**config.mk**
```make
export PLATFORM = sky130hd
export DESIGN_NAME = uart_tx
export DESIGN_NICKNAME = d
export VERILOG_FILES = /design/src/rtl/uart_tx.sv
export SDC_FILE = /design/constraint.sdc
export NUM_CORES = 1
export LEC_CHECK = 0
export CORE_UTILIZATION = 57
export DETAILED_ROUTE_END_ITERATION = 7
export PLACE_DENSITY_LB_ADDON = 0.08
export RECOVER_POWER = 100
export SYNTH_ARGS = -nofsm -noshare
export SYNTH_HDL_FRONTEND = slang
export SYNTH_SLANG_ARGS = --single-unit
```
**constraint.sdc**
```tcl
create_clock -name clk -period 3.05 [get_ports clk]
set_input_delay 0.305 -clock clk [delete_from_list [all_inputs] [get_ports clk]]
set_output_delay 0.305 -clock clk [all_outputs]
set_load 0.05 [all_outputs]
```
**src/rtl/uart_tx.sv**
```systemverilog
// ---------------------------------------------------------------------------
// uart_tx -- serial transmitter, one start bit, 8 data bits LSB first,
// optional even parity bit, one stop bit.
//
// Optional feature macro: UART_TX_PARITY_EN
//   undefined : 8N1 frame, 10 bit-times long (no parity state or logic)
//   defined   : 8E1 frame, 11 bit-times long (even parity = XOR of data)
//
// Parameters
//   CLK_FREQ   system clock frequency in Hz
//   BAUD_RATE  line bit rate in bit/s
//   BPS_CNT    CLK_FREQ / BAUD_RATE, clock cycles per line bit (must fit
//              in the 16-bit bit timer)
//
// Ports
//   clk            in   system clock, rising edge
//   rst_n          in   asynchronous active-low reset
//   tx_data_valid  in   request to send tx_data
//   tx_data[7:0]   in   byte to send, latched on the accepting edge
//   tx_ready       out  high while a byte can be accepted
//   tx_done        out  one-cycle pulse at the end of the stop bit
//   txd            out  registered serial line, idle high
//   dbg_state[2:0] out  current FSM state (encoding of state_t)
//
// Handshake: a byte is taken on a rising edge where tx_data_valid and
// tx_ready are both high. tx_ready is low for the whole frame and any
// tx_data_valid seen while it is low is dropped. tx_data is only sampled
// on the accepting edge, so it may change freely during a frame.
// ---------------------------------------------------------------------------
module uart_tx #(
   parameter int CLK_FREQ  = 50000000,
   parameter int BAUD_RATE = 115200
) (
   input  logic       clk,
   input  logic       rst_n,
   input  logic       tx_data_valid,
   input  logic [7:0] tx_data,
   output logic       tx_ready,
   output logic       tx_done,
   output logic       txd,
   output logic [2:0] dbg_state
);

   localparam int          BPS_CNT  = CLK_FREQ / BAUD_RATE;
   localparam logic [15:0] BPS_LAST = 16'(BPS_CNT - 1);

`ifdef UART_TX_PARITY_EN
   typedef enum logic [2:0] {
      S_IDLE   = 3'd0,
      S_START  = 3'd1,
      S_DATA   = 3'd2,
      S_PARITY = 3'd3,
      S_STOP   = 3'd4
   } state_t;
`else
   typedef enum logic [2:0] {
      S_IDLE   = 3'd0,
      S_START  = 3'd1,
      S_DATA   = 3'd2,
      S_STOP   = 3'd4
   } state_t;
`endif

   state_t      r_state;
   logic [15:0] r_bps_cnt;   // cycles spent in the current line bit
   logic [2:0]  r_bit_cnt;   // index of the data bit being driven
   logic [7:0]  r_shift;     // remaining data bits, next one in bit 0
   logic        r_txd;
   logic        r_ready;
   logic        r_done;
`ifdef UART_TX_PARITY_EN
   logic        r_parity;    // even parity of the accepted byte
`endif

   logic        w_bit_end;   // last cycle of the current line bit
   logic        w_accept;

   assign w_bit_end = (r_bps_cnt == BPS_LAST);
   assign w_accept  = tx_data_valid && r_ready;

   // -------------------------------------------------------------------------
   // Single FSM: every output is a register updated here, so txd never
   // glitches and the line level changes exactly on bit boundaries.
   // -------------------------------------------------------------------------
   always_ff @(posedge clk or negedge rst_n) begin
      if (!rst_n) begin
         r_state   <= S_IDLE;
         r_bps_cnt <= 16'd0;
         r_bit_cnt <= 3'd0;
         r_shift   <= 8'd0;
         r_txd     <= 1'b1;
         r_ready   <= 1'b1;
         r_done    <= 1'b0;
`ifdef UART_TX_PARITY_EN
         r_parity  <= 1'b0;
`endif
      end else begin
         r_done <= 1'b0;
         case (r_state)
            S_IDLE: begin
               r_txd   <= 1'b1;
               r_ready <= 1'b1;
               if (w_accept) begin
                  // Start bit goes onto the line on the accepting edge.
                  r_state   <= S_START;
                  r_shift   <= tx_data;
                  r_txd     <= 1'b0;
                  r_ready   <= 1'b0;
                  r_bps_cnt <= 16'd0;
                  r_bit_cnt <= 3'd0;
`ifdef UART_TX_PARITY_EN
                  r_parity  <= ^tx_data;
`endif
               end
            end

            S_START: begin
               if (w_bit_end) begin
                  r_state   <= S_DATA;
                  r_bps_cnt <= 16'd0;
                  r_bit_cnt <= 3'd0;
                  r_txd     <= r_shift[0];
                  r_shift   <= {1'b0, r_shift[7:1]};
               end else begin
                  r_bps_cnt <= r_bps_cnt + 16'd1;
               end
            end

            S_DATA: begin
               if (w_bit_end) begin
                  r_bps_cnt <= 16'd0;
                  if (r_bit_cnt == 3'd7) begin
`ifdef UART_TX_PARITY_EN
                     r_state <= S_PARITY;
                     r_txd   <= r_parity;
`else
                     r_state <= S_STOP;
                     r_txd   <= 1'b1;
`endif
                  end else begin
                     r_bit_cnt <= r_bit_cnt + 3'd1;
                     r_txd     <= r_shift[0];
                     r_shift   <= {1'b0, r_shift[7:1]};
                  end
               end else begin
                  r_bps_cnt <= r_bps_cnt + 16'd1;
               end
            end

`ifdef UART_TX_PARITY_EN
            S_PARITY: begin
               if (w_bit_end) begin
                  r_state   <= S_STOP;
                  r_bps_cnt <= 16'd0;
                  r_txd     <= 1'b1;
               end else begin
                  r_bps_cnt <= r_bps_cnt + 16'd1;
               end
            end
`endif

            S_STOP: begin
               if (w_bit_end) begin
                  // tx_ready rises here; a byte already waiting on
                  // tx_data_valid is taken on the very next edge.
                  r_state   <= S_IDLE;
                  r_bps_cnt <= 16'd0;
                  r_bit_cnt <= 3'd0;
                  r_txd     <= 1'b1;
                  r_ready   <= 1'b1;
                  r_done    <= 1'b1;
               end else begin
                  r_bps_cnt <= r_bps_cnt + 16'd1;
               end
            end

            default: begin
               r_state   <= S_IDLE;
               r_bps_cnt <= 16'd0;
               r_bit_cnt <= 3'd0;
               r_txd     <= 1'b1;
               r_ready   <= 1'b1;
            end
         endcase
      end
   end

   assign txd       = r_txd;
   assign tx_ready  = r_ready;
   assign tx_done   = r_done;
   assign dbg_state = r_state;

endmodule

```
==> summary.md <==
| Metric | Value |
|---|---|
| Status | finished, final reports clean |
| Register area | 828 sq um |
| Horiz. Die Dim | 59.4 um |
| Drt wl/cell | 15.7 um |
| Max Freq | 437 MHz |
| Final worst path period need | 2.29 ns |
| Final hold violations | 0 |
| N_diodes | 0 |
| PwrDens | 772 mW/mm^2 |
| Synth top area share | 41.4% |
| Actual slew at the worst max-slew pin | 0.944 ns |
| Worst Hold Class | in -> async |
| Most frequent cell after synthesis | dfrtp_1 |
| Synth area leader | dfrtp_1 |
| Starting DRT DRC Count | 122 |
| Asr flop ratio synth | 100% |
| Hold WS | 0.447 ns |
| Layout cells sized above 1 | 14.8% |
| EDFF count, synth | 0 |
| Crit. End Element | primary output |
| Net count after synthesis | 204 |
| GRT Total Usage | 26.7% |
| GP Congestion | 0.919 |
| Post-route setup TNS | 0 ns |
| Initial core utilization | 60.9% |
| Register area share after synthesis | 44.2% |
| Peak VDD IR | 0.000480 V |
| MaxCap Viol Count | 0 |
| Gr ovfl total | 0 |
| Synth-to-Final Area Change | 15.4% |
| WS Path Type | reg -> out |
| Worst EP required | 2.74 ns |
| CORE AREA | 0.00308 sq mm |
| Die H | 59.4 um |
| Top post-synthesis cells by area | dfrtp_1 41%, mux2_2 9.0%, a31oi_1 3.7%, dfstp_2 2.8%, ha_1 2.7% |
| Final instance area | 0.00216 sq mm |
| Largest net degree at the start of global routing | 19 |
| Num ports | 17 |
| Clock root buffer | clkbuf_4 |
| PortBufs | 16 |
| Filler instances | 263 |
| CP Launch Type | flip-flop |
| # resized after CTS | 0 |
| Pleak | 0.000902 uW |
| Slowest stage delay, CP | 0.96 ns |
| CP cell instances | dlygate4sd3_1 |
| Worst reg2reg path depth | 6 |
| R2R setup slack | 0.77 ns |
| First-pass GRT wire length | 6930 um |
| Unrepaired setup endpoints after global routing | false |
| Worst skew pair latency | 0.35 ns |
| Crit path capture | dbg_state[0] |
| Vias in the first global route | 1471 |
| Crit path max fanout | 16 |
| Crit-path slowest cell | dlygate4sd3_1 |
| Antenna violations before repair | 0 |
| Via-per-instance ratio | 6.29 |
| Buf/Inv on CP | 1 |
| Synth Cell Area | 0.00188 sq mm |
| CP arrival | 1.98 ns |
| Num CTS Buffers | 5 |
| Placed Area | 0.00208 sq mm |
| Synth Area per Inst | 9.92 sq um |
| Post-synth top cells | 31 x dfrtp_1, 15 x mux2_2, 12 x nor2_1, 11 x a31oi_1, 9 x nand3_1 |
| Max-slew violations | 0 |
| Synth cell types | 46 |
| Cell Rows | 20 |
| Final setup viols | 0 |
| Area taken by multi-input logic gates | 980 sq um |
| #FFs+latches synth | 33 |
| Synth warn | 0 |
| Top_reg_cell synth | dfrtp_1 |
| H-tree depth | 2 |
| Tcrit/Tclk final | 75.0% |
| Post-Syn Instances | 189 |
| Nets | 223 |
| Clock sink count | 33 |
| Clk buf depth | 2 |
| Number of remaining DRC errors | 0 |
| # Post-CTS Setup Buffers | 0 |
| CTS tree | yes |
| Pre-antenna DRT Iters | 4 |
| HPWL after detailed placement | 2790 um |
| Crit-path leading delay family | buffers and inverters |
| Reg clk slew, reported paths | 0.11 ns |
| Stages on worst setup path | 1 |
| Worst reg2reg endpoint | r_shift[5] |
| DR vias | 1591 |
| Die ar. | 0.00352 sq mm |
| WL final | 3980 um |
| Final setup skew | 0.00773 ns |
| Critical path origin | dbg_state[0] |
| Max-Slew Margin vs Limit | 37.1% |
| Hold buffers post-CTS | 0 |
| Detail Route Antenna Nets | 0 |
| R2r startpoint | r_bit_cnt[0] |
[logic make-up (layout without fill, tap and decap cells)]
logic type	after synthesis	in the layout	share of synthesized area (%)
fa+ha+maj	4	4	2.67
xor+xnor	4	4	1.87
compound gates	45	45	17.1
mux	15	15	9.01
buf+inv	16	36	3.54
simple gates	72	72	21.6
flops	33	33	44.2
[where the power goes]
part	internal, uW	leakage, uW	switching, uW	total, uW
Sequential	558	0.000423	124	681
Combinational	306	0.000435	331	637
Clock	195	0.0000445	158	353
[state kept, by name, indices dropped and copies added (netlist names)]
register	cells
r_bps_cnt	16
r_shift	8
dbg_state	3
r_bit_cnt	3
tx_done	1
tx_ready	1
txd	1
[layout by cell type, fill, tap and decap left out, types with 2 or more instances in the layout]
cell             count
clkdlybuf4s50_1      9
clkbuf_1             2
dfstp_2              2
mux2_2              15
and4_1               2
inv_1                8
or4_1                3
o21a_1               2
a31oi_1             11
nor2_1              12
and3_1               4
o21ai_0              7
a221o_1              3
nor3_1               5
clkbuf_4             5
o22a_1               2
ha_1                 4
or3_1                4
a21oi_1              8
nand2_1              8
nand2b_1             2
nand3b_1             2
nor4_1               6
nand4_1              7
xnor2_1              3
dfrtp_1             31
nand3_1              9
buf_4                2
nor3b_1              3
dlygate4sd3_1        7
[per-layer routing]
layer / global-route usage (%) / up-vias / routed length (um)
met1: 35.7 / 774 / 1750
met4: 9.86 / 0 / 72
met3: 6.77 / 10 / 191
li1: - / 759 / -
met5: 0 / - / 0
met2: 41.7 / 48 / 1970
[how the worst min path moves through the flow]
stage                    start  slack [ns]            end
detailed placement  r_shift[2]        0.49     r_shift[2]
global route             rst_n        0.49  r_bps_cnt[13]
global placement    r_shift[3]        0.48     r_shift[3]
finish                   rst_n        0.45  r_bps_cnt[13]
floorplan                rst_n       0.009   dbg_state[0]
CTS                      rst_n        0.40  r_bps_cnt[13]
[stage by stage]
step	setup WS (ns)	power [uW]	std cells	util [%]
6_report	0.763	1670	253	70.3
3_5_place_dp	0.759	1330	245	67.7
3_3_place_gp	0.828	1310	245	67.7
4_1_cts	0.751	1680	253	70.6
2_1_floorplan	0.906	1150	189	-
5_1_grt	0.621	1780	253	70.3
[layout make-up]
class / count / share of cell area (%)
inverters: 8 / 1.39
multi-input cells: 140 / 45.3
repair buffers: 20 / 8.44
clock buffers: 6 / 2.37
clock inverters: 2 / 1.73
well taps: 44 / 2.54
flip-flops and latches: 33 / 38.3
(Power assumes the default switching activity.)
